<file path="src/rtl/ft_pkg.sv">
// Shared types and default widths for the fault-tolerant recovery controller.
package ft_pkg;

  localparam int FT_ADDR_WIDTH = 5;
  localparam int FT_DATA_WIDTH = 2 ** FT_ADDR_WIDTH;

  typedef enum logic [2:0] {
    ST_IDLE,
    ST_HALT,
    ST_READ,
    ST_DRAIN,
    ST_DONE
  } ft_state_e;

endpackage

</file>
<file path="src/rtl/ft_recovery_ctrl.sv">
// Recovery sequencer: halts both cores, then copies every checkpoint word
// into the register files and pulses done.
//
// state    | meaning
// ---------+------------------------------------------------------------
// ST_IDLE  | no recovery; waiting for a rising edge on fetch_block_i
// ST_HALT  | cores stalled, one drain cycle before reading
// ST_READ  | sweeping raddr_o 0..last, writing the previous word
// ST_DRAIN | final register-file write of the last address
// ST_DONE  | done pulse; back to IDLE, or straight to HALT if pending
module ft_recovery_ctrl
  import ft_pkg::*;
#(
  parameter int ADDR_WIDTH = FT_ADDR_WIDTH,
  parameter int DATA_WIDTH = 2 ** ADDR_WIDTH
) (
  input  logic                  clk_i,
  input  logic                  rst_i,
  input  logic                  fetch_block_i,
  input  logic [DATA_WIDTH-1:0] rdata_i,
  output logic [ADDR_WIDTH-1:0] raddr_o,
  output logic                  halt_o,
  output logic                  rf_we_o,
  output logic [ADDR_WIDTH-1:0] rf_waddr_o,
  output logic [DATA_WIDTH-1:0] rf_wdata_o,
  output logic                  done_o,
  output logic [7:0]            recovery_cnt_o
);

  localparam logic [ADDR_WIDTH-1:0] LAST_ADDR = '1;

  ft_state_e             state_q;
  logic                  fetch_prev_q;
  logic                  pending_q;
  logic [ADDR_WIDTH-1:0] raddr_q;
  logic                  halt_q;
  logic                  rf_we_q;
  logic [ADDR_WIDTH-1:0] rf_waddr_q;
  logic [DATA_WIDTH-1:0] rf_wdata_q;
  logic                  done_q;
  logic [7:0]            recovery_cnt_q;
  logic                  start;

  assign start = fetch_block_i & ~fetch_prev_q;

  always_ff @(posedge clk_i or posedge rst_i) begin
    if (rst_i) begin
      state_q        <= ST_IDLE;
      fetch_prev_q   <= 1'b0;
      pending_q      <= 1'b0;
      raddr_q        <= '0;
      halt_q         <= 1'b0;
      rf_we_q        <= 1'b0;
      rf_waddr_q     <= '0;
      rf_wdata_q     <= '0;
      done_q         <= 1'b0;
      recovery_cnt_q <= '0;
    end else begin
      fetch_prev_q <= fetch_block_i;
      rf_we_q      <= 1'b0;
      rf_waddr_q   <= '0;
      rf_wdata_q   <= '0;
      done_q       <= 1'b0;
      case (state_q)
        ST_IDLE: begin
          halt_q  <= 1'b0;
          raddr_q <= '0;
          if (start) begin
            state_q <= ST_HALT;
            halt_q  <= 1'b1;
          end
        end
        ST_HALT: begin
          if (start) pending_q <= 1'b1;
          state_q <= ST_READ;
          raddr_q <= '0;
        end
        ST_READ: begin
          if (start) pending_q <= 1'b1;
          // rdata_i belongs to the address presented this cycle
          rf_we_q    <= 1'b1;
          rf_waddr_q <= raddr_q;
          rf_wdata_q <= rdata_i;
          if (raddr_q == LAST_ADDR) begin
            state_q <= ST_DRAIN;
            raddr_q <= '0;
          end else begin
            raddr_q <= raddr_q + ADDR_WIDTH'(1);
          end
        end
        ST_DRAIN: begin
          if (start) pending_q <= 1'b1;
          state_q <= ST_DONE;
          done_q  <= 1'b1;
          if (recovery_cnt_q != 8'hFF) recovery_cnt_q <= recovery_cnt_q + 8'd1;
        end
        ST_DONE: begin
          if (pending_q || start) begin
            pending_q <= 1'b0;
            state_q   <= ST_HALT;
          end else begin
            state_q <= ST_IDLE;
            halt_q  <= 1'b0;
          end
        end
        default: begin
          state_q <= ST_IDLE;
          halt_q  <= 1'b0;
          raddr_q <= '0;
        end
      endcase
    end
  end

  assign raddr_o        = raddr_q;
  assign halt_o         = halt_q;
  assign rf_we_o        = rf_we_q;
  assign rf_waddr_o     = rf_waddr_q;
  assign rf_wdata_o     = rf_wdata_q;
  assign done_o         = done_q;
  assign recovery_cnt_o = recovery_cnt_q;

endmodule

</file>
<file path="config.mk">
export PLATFORM = sky130hd
export DESIGN_NAME = ft_recovery_ctrl
export DESIGN_NICKNAME = d
export VERILOG_FILES = /design/src/rtl/ft_pkg.sv /design/src/rtl/ft_recovery_ctrl.sv
export SDC_FILE = /design/constraint.sdc
export NUM_CORES = 1
export LEC_CHECK = 0
export CORE_ASPECT_RATIO = 1.4
export CORE_MARGIN = 5
export CORE_UTILIZATION = 40
export CTS_BUF_LIST = sky130_fd_sc_hd__clkbuf_4 sky130_fd_sc_hd__clkbuf_8
export DETAILED_ROUTE_END_ITERATION = 10
export PLACE_DENSITY = 0.77
export SYNTH_ARGS = -nofsm -noshare
export SYNTH_HDL_FRONTEND = slang
export SYNTH_SLANG_ARGS = --single-unit
</file>
<file path="constraint.sdc">
create_clock -name clk_i -period 1.53 [get_ports clk_i]
set_input_delay 0.153 -clock clk_i [delete_from_list [all_inputs] [get_ports clk_i]]
set_output_delay 0.153 -clock clk_i [all_outputs]
set_load 0.005 [all_outputs]
</file>
==> flow_summary.toml, run 1 <==
[finish]
syn2layout_area_growth_pct = 55.1
drive_gt1_frac = 0.125
antenna_cells = 0
final_nets = 314
final_area_um2 = 3500

[run]
maxCapViolCount = 0

[clock_tree]
tritoncts = "done"
clk_latency_ns = 0.34
clk_path_buf_depth = 2
h-tree-depth = 3
numCtsBuffers = 9
cts-root-buf = "clkbuf_8"
clock_sinks = 58
clk_pin_slew_worst_paths_ns = 0.06

[worst_hold_path]
holdCritPathClass = "in -> async"

[timing]
hold_viol_final = 0
tightest_slew_ns = 0.375
min_period_ns = 1.49
finalSetupTns_ns = 0
drv_slew = 0
rsz0062_at_grt = "false"
fin_skew_ns = 0.00690
clock.fmax_mhz = 670
post-route-period-util = 0.975
relSlewSlack = 0.750
finalSetupViolCount = 0

[grt]
grt_usage = 0.151
antenna_found_initial = 0
grt_max_degree = 59
grt_pass1_vias = 1699
grt_pass1_wl_mm = 8.27
overflow = 0

[floorplanning]
fp.dieH_um = 98.8
start_util = 0.411
num_io_pins = 88
fp.dieW_um = 73.5
core_area_um2 = 5490
rows = 32
dieArea_um2 = 7260

[drt]
wl_met1_mm = 2.00
drt-initial-drc-count = 104
drt_wl_total_mm = 5.23
avgRoutedWirePerCell_um = 15.0
met3_length_um = 360
viasPerCell = 4.76
wl_met2_mm = 2.79
vias = 1662
routed.top_layer = "met4"
drc = 0
ant_nets = 0
dr.pass1.iters = 4

[synthesis]
yosysTopAreaCell = "dfrtp_1"
ys_ff_latch = 58
yosys-top-cells-area = "dfrtp_1 64%, and2_1 11%, buf_4 1.7%"
seq_area_frac_synth = 0.644
synth_cells = 180
synthDistinctLibCells = 34
yosysMostFrequentCell = "dfrtp_1"
async_flop_share = 1.00
yosysWarnings = 0
avgSynthCellArea_um2 = 12.5
synth_edf_count = 0
synth_top_area_share = 0.644
synth_nets = 218
synth_area_um2 = 2250
synthFlopType = "dfrtp_1"
synthTopCellsByCount = "58 x dfrtp_1, 40 x and2_1, 7 x nand2_1"

[critical_path]
start_kind = "flip-flop"
crit_type = "reg -> out"
required_ns = 1.38
critPathArrivalTime_ns = 1.34
cp_cell_sequence = "buf_4, clkdlybuf4s50_1"
critPathCaptureType = "output pin"
critPathMaxFanout = 6
slowest_delay_ns = 0.50
slowest_stage = "clkdlybuf4s50_1"

[power]
p_leak_uw = 0.00145
power_uw = 3590
irDropWorstVdd_mv = 0.722
cellPowerDensity_nw_per_um2 = 1030

[place]
post-dp-hpwl_mm = 3.73
place_area_um2 = 3240
portBuffers = 87
place_congestion = 0.752

[run_status]
outcome = "finished, final reports clean"
worst paths after layout:
path                       cells after the start           from  slack (ns)           endpoint
setup / recovery                               2     raddr_o[1]        0.04         raddr_o[1]
hold / removal                                 3          rst_i        0.25  recovery_cnt_o[3]
setup reg to reg                               6     raddr_o[0]        0.10         raddr_o[3]
hold reg to reg                                1      pending_q        0.51          pending_q
max in group asynchronous                      3          rst_i        1.00  recovery_cnt_o[6]
min in group clk_i                             1  fetch_block_i        0.29       fetch_prev_q
worst max-delay path, delay by kind of cell, from the launching register on:
| kind | cells | cell delay [ns] |
|---|---|---|
| buf+inv | 2 | 0.65 |
| flops | 1 | 0.36 |
metal layers:
metal,vias up,GRT usage
met1,810,0.171
met4,0,0.0669
met2,55,0.256
met3,6,0.0449
met5,-,0
li1,791,-
repair_timing:
| action | in CTS | in global routing |
|---|---|---|
| gates resized for setup | 0 | 6 |
| setup buffers | 0 | 0 |
| setup endpoints to repair | 0 | 7 |
| hold buffers | 0 | 0 |
stage by stage:
stage          setup WS (ns)  hold slack (ns)  utilization  cells
2_1_floorplan         0.0901            0.184            -    180
3_3_place_gp           0.135            0.488        0.590    333
3_5_place_dp          0.0525            0.497        0.590    333
4_1_cts               0.0187            0.259        0.636    349
5_1_grt              0.00313            0.273        0.638    349
6_report              0.0383            0.246        0.638    349
cell usage in the layout (no fill, tap or decap), types with 3 or more instances in the layout:
cell,instances
a21oi_1,6
and2_1,40
and3_1,3
buf_4,5
bufinv_16,3
clkbuf_8,11
clkdlybuf4s50_1,86
dfrtp_1,55
dfrtp_2,3
mux2_2,3
mux2i_1,3
nand2_1,7
nand4_1,3
nor2_1,5
nor2b_1,3
o211ai_1,3
o21ai_0,5
xnor2_1,4
sequential cells by signal (all words and copies together) (netlist names):
register / cells
recovery_cnt_o: 8
rf_we_o: 1
pending_q: 1
rf_wdata_o: 32
state_q: 3
fetch_prev_q: 1
done_o: 1
raddr_o: 5
rf_waddr_o: 5
halt_o: 1
logic make-up (layout without fill, tap and decap cells):
group                    Yosys count  in the layout  share of synthesized area
XOR/XNOR                           4              4                     0.0155
AND/OR/NAND/NOR                   75             75                      0.202
flip-flops                        58             58                      0.644
AO/OA/AOI/OAI                     23             23                     0.0649
multiplexers                       6              6                     0.0283
buffers and inverters             11            112                     0.0289
adder cells (fa/ha/maj)            3              3                     0.0166
power breakdown:
group / switching [uW] / leakage [uW] / total [uW] / internal [uW]
sequential: 12.4 / 0.000683 / 1590 / 1580
combinational: 76.8 / 0.000638 / 252 / 175
clock: 582 / 0.000129 / 1750 / 1160
area by class of cell:
cell class	count	area, um^2
Clock buffer	11	151
Clock inverter	5	100
Fill cell	431	1990
Inverter	2	11.3
Multi-Input combinational cell	111	743
Sequential cell	58	1460
Tap cell	68	85.1
Timing Repair Buffer	94	951
Note: power is estimated with default switching activity, not from simulation.
==> run 2: changes to the inputs <==
Settings changed: HOLD_SLACK_MARGIN from default to 0.12.
==> results of run 2 <==
The final DEF is identical to that of run 1; final timing and power are the same.
==> run 3: changes to the inputs <==
Settings changed: CORE_UTILIZATION 40 to 45, PLACE_DENSITY 0.77 to 0.82.
Clock period 1.53 ns to 1.5 ns, I/O delays scaled along.
==> flow_summary.toml, run 3 (synthesis results as in run 1) <==
[clock_tree]
h-tree-depth = 3
numCtsBuffers = 9
clk_path_buf_depth = 2
post_cts_buffers = 0
clk_latency_ns = 0.33
cts-root-buf = "clkbuf_8"
clk_pin_slew_worst_paths_ns = 0.06
tritoncts = "done"
clock_sinks = 58

[critical_path]
critPathArrivalTime_ns = 1.67
required_ns = 1.75
critPathMaxFanout = 6
critPathCaptureType = "flip-flop"
crit_type = "reg -> reg"
start_kind = "flip-flop"

[run_status]
outcome = "finished, final reports clean"

[finish]
fill_cells = 327
final_common_cell = "clkdlybuf4s50_1"
mostFrequentLayoutCells = "83 x clkdlybuf4s50_1, 52 x dfrtp_1, 40 x and2_1"
syn2layout_area_growth_pct = 58.3
antenna_cells = 0
final_nets = 318
largest_reg_flops = 32
drive_gt1_frac = 0.158

[grt]
overflow = 0
grt_pass1_vias = 1658
met2_usage = 0.303
met3_usage = 0.0450
antenna_found_initial = 0
grt_max_degree = 39
grt_usage = 0.171
grt_pass1_wl_mm = 8.45
grtUsageMet1 = 0.186
gr-max-usage-layer = "met2"

[timing]
tightest_slew_ns = 0.364
min_period_ns = 1.43
post-route-period-util = 0.950
clock.fmax_mhz = 702
relSlewSlack = 0.757
hold_viol_final = 0
finalSetupViolCount = 0
finalSetupTns_ns = 0
rsz0062_at_grt = "false"
fin_skew_ns = 0.00754
drv_slew = 0

[drt]
viasPerCell = 4.78
ant_nets = 0
drt-initial-drc-count = 99
drt_wl_total_mm = 5.26
avgRoutedWirePerCell_um = 15.1
vias = 1668
drc = 0
dr.pass1.iters = 4

[power]
cellPowerDensity_nw_per_um2 = 1020
p_leak_uw = 0.00148
power_uw = 3650
irDropWorstVdd_mv = 0.805

[place]
portBuffers = 87
place_congestion = 0.736
post-dp-hpwl_mm = 3.86

[run]
maxCapViolCount = 0

[floorplanning]
core_area_um2 = 4840
fp.dieW_um = 69.8
dieArea_um2 = 6550
start_util = 0.466
fp.dieH_um = 93.8
num_io_pins = 88
rows = 30

[worst_hold_path]
holdCritPathClass = "in -> async"
run 3: cell count changes in the layout (fill, tap and decap cells not counted), sizes merged:
cell,previous run,this run
clkdlybuf4s50,86,83
dlymetal6s2s,1,3
dlygate4sd2,0,1
buf,7,11
run 3: worst paths after layout:
check                      slack [ns]           from             end  cells past startpoint
max                              0.07     raddr_o[0]      raddr_o[3]                      6
min                              0.15          rst_i  rf_wdata_o[14]                      2
max reg2reg                      0.07     raddr_o[0]      raddr_o[3]                      6
min reg2reg                      0.51      pending_q       pending_q                      1
max in group asynchronous        0.93          rst_i   rf_wdata_o[6]                      3
min in group clk_i               0.32  fetch_block_i    fetch_prev_q                      1
run 3: per-stage QoR:
stage	hold WS [ns]	instances	utilization	cell area [um^2]	worst slack, ns
2_1_floorplan	0.181	180	-	2260	0.0601
3_3_place_gp	0.488	333	0.676	3270	0.0925
3_5_place_dp	0.489	333	0.676	3270	0.0248
4_1_cts	0.138	349	0.728	3520	0.00166
5_1_grt	0.153	349	0.737	3570	0.00560
6_report	0.147	349	0.737	3570	0.0747
run 3: area by class of cell:
class | count | area (um^2) | area share
repair buffers | 98 | 997 | 0.279
well taps | 64 | 80.1 | 0.0224
flip-flops and latches | 58 | 1460 | 0.409
multi-input cells | 111 | 769 | 0.216
inverters | 2 | 11.3 | 0.00316
clock inverters | 5 | 100 | 0.0281
clock buffers | 11 | 151 | 0.0424
run 3: worst max-delay path: stages, from the launching register on:
cell	delay, ns
dfrtp_1	0.38
ha_1	0.23
and3_4	0.20
ha_4	0.17
nor2_1	0.11
a32oi_1	0.10
o21ai_0	0.15
run 3: timing repair:
action	CTS	global route
resized for setup	1	15
hold buffers	0	0
setup endpoints to repair	1	11
pin swaps	0	0
run 3: routing by layer:
metal  wire (um)  up-vias
met5           0        -
met4         120        0
met3         241       10
met2        2950       52
met1        1950      803
li1            -      803
run 3: where the power goes:
group | switching, uW | leakage [uW] | internal (uW) | total [uW]
clock | 571 | 0.000129 | 1190 | 1760
sequential | 12.2 | 0.000676 | 1610 | 1620
combinational | 81.1 | 0.000676 | 184 | 265
